<file path="src/rtl/uart_prog_loader_pkg.sv">
// Shared definitions for the UART program loader.
// Holds the framing FSM state codes, the receiver state codes and the
// frame header constant used by uart_prog_loader and uart_rx_byte.
// Optional feature macro: LOADER_CKSUM_EN (see uart_prog_loader.sv).
package uart_prog_loader_pkg;

   // Framing FSM states; S_CKS is only reachable with LOADER_CKSUM_EN
   typedef enum logic [2:0] {
      S_HDR,
      S_LENL,
      S_LENH,
      S_DATA,
      S_CKS,
      S_DONE,
      S_ERR
   } ldr_state_t;

   // Byte receiver states
   typedef enum logic [1:0] {
      RX_IDLE,
      RX_START,
      RX_DATA,
      RX_STOP
   } rx_state_t;

   // Every frame opens with this byte
   localparam logic [7:0] LDR_HDR = 8'hA5;

endpackage

</file>
<file path="src/rtl/uart_prog_loader_rx.sv">
// uart_rx_byte: 8N1 UART byte receiver, LSB first.
// Ports:
//   clk      - system clock
//   rst_n    - asynchronous active-low reset
//   rxd      - asynchronous UART line, idle high
//   rx_valid - one-cycle strobe at the stop-bit sample, stop bit was 1
//   rx_byte  - received byte, stable while rx_valid is high
//   rx_ferr  - one-cycle strobe at the stop-bit sample, stop bit was 0
module uart_rx_byte #(
   parameter int CLKS_PER_BIT = 434
) (
   input  logic       clk,
   input  logic       rst_n,
   input  logic       rxd,
   output logic       rx_valid,
   output logic [7:0] rx_byte,
   output logic       rx_ferr
);
   import uart_prog_loader_pkg::*;

   localparam int CW = $clog2(CLKS_PER_BIT);
   localparam logic [CW-1:0] FULL = CW'(CLKS_PER_BIT - 1);
   localparam logic [CW-1:0] HALF = CW'(CLKS_PER_BIT / 2 - 1);

   logic [1:0]    sync;
   logic          rx_s;
   logic          rx_prev;
   rx_state_t     state, state_d;
   logic [CW-1:0] cnt, cnt_d;
   logic [2:0]    bit_idx, bit_idx_d;
   logic [7:0]    shift, shift_d;

   assign rx_s    = sync[1];
   assign rx_byte = shift;

   // Synchronizer and receiver registers; the synchronizer and the edge
   // history reset to the idle-high line level so reset never looks like
   // a start bit
   always_ff @(posedge clk or negedge rst_n) begin
      if (!rst_n) begin
         sync    <= 2'b11;
         rx_prev <= 1'b1;
         state   <= RX_IDLE;
         cnt     <= '0;
         bit_idx <= '0;
         shift   <= '0;
      end else begin
         sync    <= {sync[0], rxd};
         rx_prev <= rx_s;
         state   <= state_d;
         cnt     <= cnt_d;
         bit_idx <= bit_idx_d;
         shift   <= shift_d;
      end
   end

   // Receiver sequencing: a falling edge arms the start check, the start
   // bit is confirmed half a bit later (a short glitch reads high there and
   // is dropped), then each data bit and the stop bit are sampled one full
   // bit apart, i.e. at their centres
   always_comb begin
      state_d   = state;
      cnt_d     = cnt + 1'b1;
      bit_idx_d = bit_idx;
      shift_d   = shift;
      rx_valid  = 1'b0;
      rx_ferr   = 1'b0;
      case (state)
         RX_IDLE: begin
            cnt_d = '0;
            if (rx_prev && !rx_s) state_d = RX_START;
         end
         RX_START: begin
            if (cnt == HALF) begin
               cnt_d     = '0;
               bit_idx_d = '0;
               state_d   = rx_s ? RX_IDLE : RX_DATA;
            end
         end
         RX_DATA: begin
            if (cnt == FULL) begin
               cnt_d     = '0;
               shift_d   = {rx_s, shift[7:1]};
               bit_idx_d = bit_idx + 3'd1;
               if (bit_idx == 3'd7) state_d = RX_STOP;
            end
         end
         RX_STOP: begin
            if (cnt == FULL) begin
               cnt_d    = '0;
               rx_valid = rx_s;
               rx_ferr  = !rx_s;
               state_d  = RX_IDLE;
            end
         end
         default: state_d = RX_IDLE;
      endcase
   end

endmodule

</file>
<file path="src/rtl/uart_prog_loader.sv">
// uart_prog_loader: boot-time loader that receives a framed program image
// over UART and writes it byte by byte into program RAM, then pulses run.
// Frame: 0xA5, LEN_L, LEN_H, LEN data bytes, [CKSUM].
// Optional feature macro LOADER_CKSUM_EN: when defined a trailing CKSUM byte
// (8-bit sum of the data bytes) is received and checked; when undefined the
// frame ends after the last data byte and no accumulator exists.
// Ports:
//   clk     - system clock
//   rst_n   - asynchronous active-low reset
//   rxd     - UART receive line, idle high
//   wr_en   - one-cycle RAM byte-write strobe
//   wr_addr - RAM byte address for wr_en
//   wr_data - RAM byte data for wr_en
//   run     - one-cycle start pulse to the core
//   busy    - high from header accept until the frame completes or fails
//   err     - sticky error flag for the last frame
module uart_prog_loader #(
   parameter int          CLKS_PER_BIT = 434,
   parameter logic [15:0] BASE_ADDR    = 16'h0000
) (
   input  logic        clk,
   input  logic        rst_n,
   input  logic        rxd,
   output logic        wr_en,
   output logic [15:0] wr_addr,
   output logic [7:0]  wr_data,
   output logic        run,
   output logic        busy,
   output logic        err
);
   import uart_prog_loader_pkg::*;

   logic       rx_valid;
   logic [7:0] rx_byte;
   logic       rx_ferr;

   ldr_state_t  state, state_d;
   logic [7:0]  len_lo, len_lo_d;
   logic [15:0] remaining, remaining_d;
   logic        wr_en_d, run_d, busy_d, err_d;
   logic [15:0] wr_addr_d;
   logic [7:0]  wr_data_d;
`ifdef LOADER_CKSUM_EN
   logic [7:0]  sum, sum_d;
`endif

   uart_rx_byte #(
      .CLKS_PER_BIT(CLKS_PER_BIT)
   ) u_rx (
      .clk      (clk),
      .rst_n    (rst_n),
      .rxd      (rxd),
      .rx_valid (rx_valid),
      .rx_byte  (rx_byte),
      .rx_ferr  (rx_ferr)
   );

   // State register plus registered outputs, so wr_en lands one cycle
   // after a data byte arrives and run one cycle after S_DONE is entered
   always_ff @(posedge clk or negedge rst_n) begin
      if (!rst_n) begin
         state     <= S_HDR;
         len_lo    <= '0;
         remaining <= '0;
         wr_en     <= 1'b0;
         wr_addr   <= BASE_ADDR;
         wr_data   <= '0;
         run       <= 1'b0;
         busy      <= 1'b0;
         err       <= 1'b0;
`ifdef LOADER_CKSUM_EN
         sum       <= '0;
`endif
      end else begin
         state     <= state_d;
         len_lo    <= len_lo_d;
         remaining <= remaining_d;
         wr_en     <= wr_en_d;
         wr_addr   <= wr_addr_d;
         wr_data   <= wr_data_d;
         run       <= run_d;
         busy      <= busy_d;
         err       <= err_d;
`ifdef LOADER_CKSUM_EN
         sum       <= sum_d;
`endif
      end
   end

   // Framing FSM. The address steps in the cycle after each write strobe
   // and wraps naturally at 16 bits. A framing error anywhere inside a
   // frame aborts it; while hunting for a header, line noise is ignored
   always_comb begin
      state_d     = state;
      len_lo_d    = len_lo;
      remaining_d = remaining;
      wr_en_d     = 1'b0;
      wr_addr_d   = wr_en ? wr_addr + 16'd1 : wr_addr;
      wr_data_d   = wr_data;
      run_d       = 1'b0;
      busy_d      = busy;
      err_d       = err;
`ifdef LOADER_CKSUM_EN
      sum_d       = sum;
`endif
      case (state)
         S_HDR: begin
            if (rx_valid && rx_byte == LDR_HDR) begin
               state_d   = S_LENL;
               busy_d    = 1'b1;
               err_d     = 1'b0;
               wr_addr_d = BASE_ADDR;
`ifdef LOADER_CKSUM_EN
               sum_d     = '0;
`endif
            end
         end
         S_LENL: begin
            if (rx_ferr) state_d = S_ERR;
            else if (rx_valid) begin
               len_lo_d = rx_byte;
               state_d  = S_LENH;
            end
         end
         S_LENH: begin
            if (rx_ferr) state_d = S_ERR;
            else if (rx_valid) begin
               remaining_d = {rx_byte, len_lo};
               if ({rx_byte, len_lo} == 16'd0) begin
`ifdef LOADER_CKSUM_EN
                  state_d = S_CKS;
`else
                  state_d = S_DONE;
`endif
               end else begin
                  state_d = S_DATA;
               end
            end
         end
         S_DATA: begin
            if (rx_ferr) state_d = S_ERR;
            else if (rx_valid) begin
               wr_en_d     = 1'b1;
               wr_data_d   = rx_byte;
               remaining_d = remaining - 16'd1;
`ifdef LOADER_CKSUM_EN
               sum_d       = sum + rx_byte;
               if (remaining == 16'd1) state_d = S_CKS;
`else
               if (remaining == 16'd1) state_d = S_DONE;
`endif
            end
         end
`ifdef LOADER_CKSUM_EN
         S_CKS: begin
            if (rx_ferr) state_d = S_ERR;
            else if (rx_valid) state_d = (rx_byte == sum) ? S_DONE : S_ERR;
         end
`endif
         S_DONE: begin
            run_d   = 1'b1;
            busy_d  = 1'b0;
            state_d = S_HDR;
         end
         S_ERR: begin
            err_d   = 1'b1;
            busy_d  = 1'b0;
            state_d = S_HDR;
         end
         default: state_d = S_HDR;
      endcase
   end

endmodule

</file>
<file path="config.mk">
export PLATFORM = sky130hd
export DESIGN_NAME = uart_prog_loader
export DESIGN_NICKNAME = d
export VERILOG_FILES = /design/src/rtl/uart_prog_loader_pkg.sv /design/src/rtl/uart_prog_loader_rx.sv /design/src/rtl/uart_prog_loader.sv
export SDC_FILE = /design/constraint.sdc
export NUM_CORES = 1
export LEC_CHECK = 0
export BUFFER_PORTS_ARGS = -buffer_cell sky130_fd_sc_hd__buf_2
export CAP_MARGIN = 15
export CORE_ASPECT_RATIO = 0.8
export CORE_UTILIZATION = 47
export CTS_CLUSTER_DIAMETER = 100
export CTS_CLUSTER_SIZE = 24
export DETAILED_ROUTE_END_ITERATION = 7
export PLACE_DENSITY = 0.67
export SKIP_CTS_REPAIR_TIMING = 1
export SYNTH_ARGS = -nofsm -noshare
export SYNTH_HDL_FRONTEND = slang
export SYNTH_SLANG_ARGS = --single-unit
export TNS_END_PERCENT = 100
</file>
<file path="constraint.sdc">
create_clock -name clk -period 2.4 [get_ports clk]
set_input_delay 0.48 -clock clk [delete_from_list [all_inputs] [get_ports clk]]
set_output_delay 0.48 -clock clk [all_outputs]
set_load 0.01 [all_outputs]
</file>
After elaboration in Yosys (flattened, before gate mapping)
Index checks and enable logic that the tools add are counted.
{"block": "word_totals", "rom_bits": 0, "word_cells": 111, "out_inout_bits": 28, "n_memories": 0, "ramBits": 0, "inputBits": 3, "latchBits": 0, "regBits": 80}
{"block": "classes", "n_reduce_logical": 21, "bitwise": 1, "muxes": 43, "div": 0, "multipliers": 0, "n_eq_ne": 27, "add_sub_neg": 4, "magnitude_cmp": 0, "shift": 0}
{"op": "16-bit two-way mux", "count": 7}
{"op": "3-bit two-way mux", "count": 11}
{"op": "16-bit case mux with 2 select lines", "count": 1}
{"op": "9-bit case mux with 3 select lines", "count": 1}
{"op": "9-bit two-way mux", "count": 2}
{"op": "16-bit by 1-bit adder with 16-bit output (second input constant)", "count": 1}
{"op": "16-bit by 1-bit == test with 1-bit output (second input constant)", "count": 1}
{"op": "16-bit zero test", "count": 1}
{"op": "16-bit by 1-bit subtractor with 16-bit output (second input constant)", "count": 1}
{"op": "5-bit AND reduction", "count": 3}
{"op": "2-bit two-way mux", "count": 6}
{"op": "3-bit inequality test (second input constant)", "count": 4}
{"op": "3-bit case mux with 4 select lines", "count": 1}
{"op": "1-bit two-way mux", "count": 10}
{"op": "2-bit by 1-bit inequality test with 1-bit output (second input constant)", "count": 5}
{"op": "2-bit inequality test (second input constant)", "count": 5}
{"op": "9-bit by 1-bit adder with 9-bit output (second input constant)", "count": 1}
{"op": "3-bit == test (second input constant)", "count": 3}
{"op": "9-bit by 8-bit == test with 1-bit output (second input constant)", "count": 1}
{"op": "9-bit == test (second input constant)", "count": 1}
{"op": "3-bit AND reduction", "count": 3}
{"op": "8-bit == test (second input constant)", "count": 1}
{"op": "2-bit case mux with 4 select lines", "count": 1}
{"op": "2-bit nonzero test", "count": 4}
{"op": "other kinds (14)", "count": 21}

Longest topological paths before layout
Gate-level depths: netlist of run 1.
{"block": "logic_depth", "depth_word": 6, "mapped_depth": 8}

Cells and area by module
Synthesis of run 1 repeated with hierarchy kept, for this count alone.
{"block": "unflattened", "cells_unflattened": 381, "hier_area_um2": 4108.9}
{"module": "uart_prog_loader", "n_inst": 1, "cells_per_inst": 279, "seq_area_each_um2": 1376.3, "area_per_inst_um2": 2887.8}
{"module": "uart_rx_byte", "n_inst": 1, "cells_per_inst": 102, "seq_area_each_um2": 629.4, "area_per_inst_um2": 1221.2}

Least setup slack after synthesis of run 1
No wires, ideal clock.
{"block": "synth_timing", "path_kind": "register to register", "from": "reg remaining[4]", "to": "reg remaining[12]", "path_stages_with_launch": 5, "t_arrival_ns": 1.766, "t_required_ns": 2.272, "n_path_buf": 0, "slack_ns": 0.506, "path_cell_list": "dfrtp_1 > or4_4 > or4_4 > o32ai_1 > a21oi_1"}
{"block": "synth_between", "elab_chain_cells": 4}
{"item": "start, declared", "line_no": "uart_prog_loader.sv:39", "rtl": "logic [15:0] remaining, remaining_d;"}
{"item": "start signal, assigned", "line_no": "uart_prog_loader.sv:77", "rtl": "remaining <= remaining_d;"}
{"item": "16-bit by 1-bit subtractor with 16-bit output", "line_no": "uart_prog_loader.sv:145", "rtl": "remaining_d = remaining - 16'd1;"}
{"item": "16-bit two-way mux", "line_no": "uart_prog_loader.sv:142", "rtl": "else if (rx_valid) begin"}
{"item": "16-bit two-way mux", "line_no": "uart_prog_loader.sv:141", "rtl": "if (rx_ferr) state_d = S_ERR;"}
{"item": "16-bit case mux with 2 select lines", "line_no": "uart_prog_loader.sv:106", "rtl": "case (state)"}
Every way passes these cells. The select of a mux whose other input is x is not followed.
A chain may end at the register's enable or synchronous reset.

Final worst setup path of run 1
{"block": "layout_timing", "from": "reg u_rx.cnt[1]", "to": "reg wr_data[4]"}
{"block": "layout_between", "elab_chain_cells": 5, "word_cells_on_any_way": 7, "classes_between": "eq/ne (1); mux (4); bitwise (1); reduce/logical (1)"}
{"item": "start, declared", "line_no": "uart_prog_loader_rx.sv:29", "rtl": "logic [CW-1:0] cnt, cnt_d;"}
{"item": "start signal, assigned", "line_no": "uart_prog_loader_rx.sv:51", "rtl": "cnt <= cnt_d;"}
{"item": "9-bit == test *", "line_no": "uart_prog_loader_rx.sv:89", "rtl": "if (cnt == FULL) begin"}
{"item": "1-bit two-way mux", "line_no": "uart_prog_loader_rx.sv:89"}
{"item": "1-bit two-way mux", "line_no": "uart_prog_loader_rx.sv:68", "rtl": "case (state)"}
{"item": "1-bit NOT (no source line)"}
{"item": "3-bit AND reduction (no source line) *"}
{"item": "end signal, assigned", "line_no": "uart_prog_loader.sv:80", "rtl": "wr_data <= wr_data_d;"}
{"item": "end, declared", "line_no": "uart_prog_loader.sv:26", "rtl": "output logic [7:0] wr_data,"}
Every way passes the cells marked *; elsewhere a longest branch is shown, timed or not.

==> results of run 1 <==
[through the flow]
stage	util, %	worst slack [ps]	area (µm²)
final	55.33	289.8	4477
after global routing	55.33	119.2	4477
after CTS	55.33	255.9	4477
after detailed placement	52.79	258.4	4272
after global placement	52.79	329.6	4272
after floorplan	-	505.8	4009
[worst max-delay path, stage by stage, from the launching register on]
cell and delay (ps):
dfrtp_1 400, inv_1 80, ha_1 160, and4_1 310
nand4_4 200, nor3_4 450, mux2_2 390
[final timing paths]
kind,start,endpoint,slack [ps],cells after the start
min in group clk,rxd,u_rx.sync[0],220,1
setup reg to reg,u_rx.cnt[1],wr_data[4],290,6
max in group asynchronous,rst_n,u_rx.rx_prev,1620,2
hold reg to reg,u_rx.sync[0],u_rx.sync[1],360,0
hold / removal,rst_n,remaining[1],120,1
setup / recovery,u_rx.cnt[1],wr_data[4],290,6
[Yosys cell counts, types with 5 or more instances]
cell type  count  area share, %
nand3_1       16            2.0
nand4_1        8            1.2
nor3_1         7           0.87
nor4_1         5           0.78
xor2_1        12            2.6
mux2_2        25            7.0
xnor2_1       11            2.4
a21oi_1       27            3.4
ha_1           8            2.5
nor2_1        49            4.6
dfrtp_1       77             48
inv_1         11            1.0
clkbuf_1       6           0.56
nand2_1       26            2.4
o21ai_0       22            2.7
o22ai_1        5           0.78
and4_1         5            1.1
and3_1         5           0.78
[logic make-up after synthesis]
logic type | after synthesis
compound gates | 75
xor+xnor | 23
mux | 28
flops | 80
simple gates | 148
fa+ha+maj | 8
buf+inv | 24
[final cells by class]
cell class | count | share of cell area, %
Sequential cell | 80 | 44.80
Multi-Input combinational cell | 282 | 41.81
Timing Repair Buffer | 37 | 4.863
Clock buffer | 11 | 3.158
Tap cell | 108 | 3.018
Clock inverter | 5 | 1.425
Inverter | 11 | 0.9223
[registers in the layout (all words and copies together) (netlist names), named ones only]
signal        flops
u_rx.sync         2
u_rx.rx_byte      8
u_rx.bit_idx      3
wr_addr          16
len_lo            8
u_rx.state        1
wr_en             1
u_rx.rx_prev      1
remaining        16
run               1
u_rx.cnt          9
err               1
wr_data           8
busy              1
state             3
[power breakdown]
group          switching [mW]  leakage, nW  internal (mW)  total (mW)
registers              0.0617         1.10           1.39        1.45
clock network           0.509        0.101          0.519        1.03
logic                  0.0879        0.942         0.0722       0.160
[metal layers]
metal / routed length, µm / vias to the layer above / GRT usage, % / share of wire (%)
li1: - / 1462 / - / -
met1: 4037 / 1472 / 30.03 / 48
met2: 3706 / 101 / 31.46 / 44
met3: 539 / 12 / 5.202 / 6.4
met4: 105 / 0 / 6.658 / 1.3
met5: 0 / - / 0 / 0
==> impl_metrics.tcl, run 1 <==
set metrics [dict create \
    tightest_slew_ps 559.9 \
    yosys.area_share.simple_pct 20.13 \
    grt_max_degree 43 \
    fin_skew_ps 12.01 \
    layout_common_cells "77 x dfrtp_1, 49 x nor2_1, 29 x buf_2" \
    drive_gt1_share_pct 21.83 \
    coreArea_um2 8092 \
    nNetsFinal 432 \
    initial_core_util_pct 49.54 \
    ant_nets 0 \
    powerDensity_nw_per_um2 589.6 \
    cts_buffers 9 \
    layout.area.seq_um2 2006 \
    slew_headroom_pct 62.68 \
    viasPerCell 5.706 \
    fin_crit_ps 2110 \
    yosysSeqAreaShare_pct 50.03 \
    dp.cells 518 \
    synth_ff_type "dfrtp_1" \
    grt_util_all_layers_pct 21.01 \
    synth_edf_count 0 \
    overflow 0 \
    layout_commonest_cell "dfrtp_1" \
    synth_seq_cells 80 \
    max_freq_mhz 473.9 \
    cts.clk_slew.worst_paths_ps 90 \
    drt_drc_violations_left 0 \
    hpwl_um 5857 \
    synthAdderAreaFrac_pct 2.497 \
    diodes 0 \
    cts-root-buf "clkbuf_8" \
    synthesis.nets 397 \
    p_leak_nw 2.140 \
    hold_class "input port to asynchronous set/reset pin" \
    whs_ps 115.5 \
    syn2layout_area_growth_pct 11.67 \
    cts_tree "done" \
    synth-async-reset-ratio_pct 100.0 \
    synthMuxAreaShare_pct 7.772 \
    postSynthAreaPerCell_um2 10.39 \
    rows 29 \
    clk_latency_ps 350 \
    drt-pass1-iter-count 4 \
    multi_input_area_um2 1872 \
    synth_cell_type_count 59 \
    die-width_um 105.3 \
    antenna_found_initial 0 \
    h-tree-depth 3 \
    tns_ps 0 \
    io_pins 31 \
    synth_top_family_by_area "simple AND/OR/NAND/NOR gates" \
    finalHoldViolations 0 \
    nFillCells 717 \
    worst_ep_required_time_ps 2640 \
    grt_pass1_vias 2909 \
    finalSetupViolations 0 \
    netlist_area_um2 4009 \
    arrival_ps 2350 \
    numClockSinks 80 \
    die_area_um2 8905 \
    grt_pass1_wl_um 14710 \
    worstSetupPathType "flop to flop" \
    instances_no_fill 534 \
    slew_viol_final 0 \
    p_total_mw 2.640 \
    worst_setup_path_end_kind "flop" \
    fin_crit_sh_pct 87.93 \
    wl_per_cell_um 15.71 \
    outcome "finished, final reports clean" \
    drt_iter0_markers 223 \
    globalplace.congestion 0.8326 \
    critPathLaunchType "flop" \
    cp_max_fo 9 \
    ir_drop_uv 309.5 \
    synth_compound_area_share_pct 11.27 \
    clock_path_buffers 2 \
    ys_warn_count 0 \
    numPortBuffers 30 \
    num_vias 3047 \
    synth_xor_area_share_pct 5.025 \
    rsz0062_at_grt "no" \
    drt-total-wl_um 8389 \
    synthCells 386 \
    die_h_um 84.61 \
    cap_violations 0 \
]
Power figures use the tool's default switching activity.
==> run 2: changes to the inputs <==
CORE_MARGIN = 4   (was default)
CORE_UTILIZATION = 50   (was 47)
PLACE_DENSITY = 0.7   (was 0.67)
==> run 2 against run 1 <==
  * Cell count is 0.19% higher
  * Die area increased by 6.9%
  * Sequential power about the same
  * Largest cell class unchanged
  * Largest power group unchanged
==> impl_metrics.tcl, run 2 (synthesized netlist as in run 1, its figures left out) <==
set metrics [dict create \
    dp.cells 519 \
    slew_headroom_pct 62.11 \
    finalHoldViolations 0 \
    wl_per_cell_um 15.68 \
    h-tree-depth 3 \
    cp_max_fo 17 \
    nFillCells 684 \
    slew_viol_final 0 \
    die-width_um 108.1 \
    num_vias 3038 \
    ant_nets 0 \
    clock_path_buffers 2 \
    pre_cts_ws_ps 274.5 \
    cts-root-buf "clkbuf_8" \
    hold_class "input port to asynchronous set/reset pin" \
    drt_iter0_markers 187 \
    globalplace.congestion 0.8695 \
    r2r-start "u_rx.rx_byte[6]" \
    coreArea_um2 7602 \
    grt_pass1_wl_um 14310 \
    final_util_pct 58.90 \
    nNetsFinal 436 \
    worst_setup_path_end_kind "flop" \
    drive_gt1_share_pct 22.79 \
    io_pins 31 \
    cap_violations 0 \
    rsz0062_at_grt "no" \
    layout_common_cells "77 x dfrtp_1, 49 x nor2_1, 29 x buf_2" \
    finalSetupViolations 0 \
    crit_path_start "u_rx.rx_byte[6]" \
    grt_max_degree 46 \
    worst_ep_required_time_ps 2700 \
    antenna_found_initial 0 \
    overflow 0 \
    reg2reg_depth 6 \
    fin_ws_ps 273.6 \
    r2r_slack_ps 270 \
    fin_skew_ps 10.81 \
    grt_pass1_vias 2863 \
    outcome "finished, final reports clean" \
    arrival_ps 2420 \
    drt-pass1-iter-count 4 \
    numClockSinks 80 \
    clk_latency_ps 360 \
    drt-total-wl_um 8387 \
    diodes 0 \
    powerDensity_nw_per_um2 567.0 \
    r2r_end "state[0]" \
    cts.clk_slew.worst_paths_ps 90 \
    layout_commonest_cell "dfrtp_1" \
    hpwl_um 5980 \
    critPathLaunchType "flop" \
    initial_core_util_pct 52.73 \
    numPortBuffers 30 \
    cts_buffers 9 \
    tns_ps 0 \
    endpoint "state[0]" \
    die_area_um2 9523 \
    worstSetupPathType "flop to flop" \
    tightest_slew_ps 563.2 \
    cts_tree "done" \
    ir_drop_uv 286.0 \
    fin_crit_sh_pct 88.60 \
    reg.largest.list "remaining (16), wr_addr (16), u_rx.cnt (9)" \
    viasPerCell 5.679 \
    fin_crit_ps 2126 \
    rows 28 \
    max_freq_mhz 470.3 \
    syn2layout_area_growth_pct 11.70 \
    drt_drc_violations_left 0 \
    p_leak_nw 2.157 \
    grt_util_all_layers_pct 19.36 \
    instances_no_fill 535 \
    die_h_um 88.09 \
]
==> run 2: worst min path at each step <==
stage | endpoint | startpoint | cells past startpoint
floorplan | asynchronous set/reset pin | rst_n | 0
global placement | u_rx.sync[1] | u_rx.sync[0] | 0
detailed placement | u_rx.sync[1] | u_rx.sync[0] | 0
CTS | remaining[3] | rst_n | 1
global route | remaining[6] | rst_n | 1
finish | remaining[5] | rst_n | 1
==> run 2: routing by layer <==
| metal | vias up | global-route usage (%) | routed length [µm] |
|---|---|---|---|
| met4 | 0 | 4.358 | 76 |
| met1 | 1465 | 27.95 | 4036 |
| li1 | 1470 | - | - |
| met5 | - | 0 | 0 |
| met3 | 6 | 7.001 | 643 |
| met2 | 97 | 28.10 | 3631 |
==> run 2: area by class of cell <==
cell class	instances	area, µm²	area share, %
Sequential cell	80	2006	44.79
Multi-Input combinational cell	282	1872	41.80
Timing Repair Buffer	41	247.7	5.532
Tap cell	105	131.4	2.934
Clock buffer	9	123.9	2.766
Clock inverter	7	56.30	1.257
Inverter	11	41.29	0.9220
==> run 2: power by group <==
part | total (mW) | internal [mW] | switching (mW)
Clock | 0.923 | 0.388 | 0.534
Sequential | 1.45 | 1.39 | 0.0615
Combinational | 0.165 | 0.0727 | 0.0919
Total | 2.54 | 1.85 | 0.688
==> run 2: through the flow <==
stage          total power [mW]  instance area, µm²  hold slack, ps
5_1_grt                   2.668                4478           88.56
6_report                  2.539                4478           75.25
4_1_cts                   2.569                4478           89.80
2_1_floorplan             1.572                4009           184.4
3_3_place_gp              1.633                4298           349.8
3_5_place_dp              1.642                4298           352.5
==> run 2: critical path, stage by stage (launching register included) <==
cell,delay (ps)
dfrtp_1,450
nor4_1,560
nand4_1,290
nor3_2,210
buf_4,250
o21bai_1,140
mux2_2,160
==> run 3: changes to the inputs <==
CORE_UTILIZATION = 35   (was 50)
PLACE_DENSITY = 0.53   (was 0.7)
==> run 3 against run 2 <==
  * Combinational power is essentially flat
  * Clock-buffer cell count rose by 2
  * Non-clock buffer count increased by 2
  * Via count is 0.72% higher
  * Routed wire length up 7.5%
  * Clock power is 56% higher
  * Largest cell class unchanged
==> impl_metrics.tcl, run 3 (synthesized netlist as in run 1, its figures left out) <==
set metrics [dict create \
    cap_violations 0 \
    worstSetupPathType "flop to flop" \
    place_area_um2 4362 \
    critPathLaunchType "flop" \
    rows 34 \
    grt_max_degree 42 \
    path_cells "inv_1, ha_1, and4_1, nand4_4, nor3_4, mux2_2" \
    fin_crit_sh_pct 88.18 \
    rsz0062_at_grt "no" \
    crit_family "simple AND/OR/NAND/NOR gates" \
    drive_gt1_share_pct 23.15 \
    cp_max_fo 9 \
    syn2layout_area_growth_pct 16.67 \
    nNetsFinal 438 \
    cp_slowest_cell "nor3_4" \
    worst_ep_required_time_ps 2630 \
    cts_buffers 9 \
    fin_area_um2 4677 \
    fin_crit_ps 2116 \
    wl_met3_um 573 \
    route.layer.met1.wl_um 4438 \
    outcome "finished, final reports clean" \
    top_layer "met4" \
    layout_commonest_cell "dfrtp_1" \
    crit_buf_inv 1 \
    finalHoldViolations 0 \
    ir_drop_uv 456.1 \
    tightest_slew_ps 535.3 \
    drt-total-wl_um 9014 \
    wl_per_cell_um 15.65 \
    dr_wl_met2_um 3892 \
    finalSetupViolations 0 \
    r2r_slack_ps 280 \
    overflow 0 \
    globalplace.congestion 0.8150 \
    reg.largest.list "remaining (16), wr_addr (16), u_rx.cnt (9)" \
    drt_drc_violations_left 0 \
    hpwl_um 6345 \
    slew_viol_final 0 \
    worst_setup_path_end_kind "flop" \
    ant_nets 0 \
    clock_path_buffers 2 \
    p_leak_nw 2.220 \
    grt_util_all_layers_pct 14.45 \
    powerDensity_nw_per_um2 653.1 \
    viasPerCell 5.313 \
    coreArea_um2 11020 \
    io_pins 31 \
    initial_core_util_pct 36.38 \
    hold_class "input port to asynchronous set/reset pin" \
    die_area_um2 13240 \
    diodes 0 \
    max_freq_mhz 472.5 \
    die_h_um 103.7 \
    antenna_found_initial 0 \
    h-tree-depth 3 \
    die-width_um 127.7 \
    layout_common_cells "77 x dfrtp_1, 49 x nor2_1, 29 x buf_2" \
    cts_tree "done" \
    clk_latency_ps 340 \
    cp_slowest_stage_delay_ps 460 \
    drt_iter0_markers 240 \
    nFillCells 1061 \
    grt_pass1_wl_um 15330 \
    num_vias 3060 \
    fin_skew_ps 8.706 \
    grt_pass1_vias 2880 \
    slew_headroom_pct 64.31 \
    drt-pass1-iter-count 4 \
    cts.clk_slew.worst_paths_ps 60 \
    numClockSinks 80 \
    arrival_ps 2340 \
    tns_ps 0 \
    cts-root-buf "clkbuf_16" \
    numPortBuffers 30 \
]
-- run 3: stage by stage --
step | utilization (%) | hold slack [ps] | cells | setup WS, ps | power [mW]
4_1_cts | 42.45 | 146.3 | 576 | 238.6 | 3.105
2_1_floorplan | - | 184.4 | 386 | 505.8 | 1.572
5_1_grt | 42.45 | 166.7 | 576 | 90.79 | 3.189
3_5_place_dp | 39.59 | 347.6 | 560 | 266.4 | 1.644
3_3_place_gp | 39.59 | 348.1 | 560 | 316.4 | 1.640
6_report | 42.45 | 122.3 | 576 | 283.8 | 3.055
-- run 3: worst paths after layout --
| path | startpoint | endpoint | cells past startpoint |
|---|---|---|---|
| max in group asynchronous | rst_n | wr_en | 2 |
| max | u_rx.cnt[1] | wr_data[6] | 6 |
| min reg2reg | u_rx.sync[0] | u_rx.sync[1] | 0 |
| min | rst_n | remaining[6] | 1 |
| min in group clk | rxd | u_rx.sync[0] | 1 |
| max reg2reg | u_rx.cnt[1] | wr_data[6] | 6 |
-- run 3: routing by layer --
layer  vias up  global-route usage [%]
met2        71                   19.98
met3         7                   5.195
met4         0                   3.485
li1       1467                       -
met5         -                       0
met1      1515                   21.44
-- run 3: power breakdown --
part	leakage, nW	total (mW)	switching, mW	internal [mW]
Combinational	0.973	0.165	0.0920	0.0732
Clock	0.149	1.44	0.568	0.870
Sequential	1.10	1.45	0.0590	1.39
-- run 3: area by class of cell --
type                       instances  area (µm²)  area share (%)
timing repair buffer              43       262.8           5.618
clock buffer                      11       252.7           5.404
sequential                        80        2006           42.88
multi-input combinational        282        1872           40.02
tap                              144       180.2           3.852
clock inverter                     5       62.56           1.338
inverter                          11       41.29          0.8828
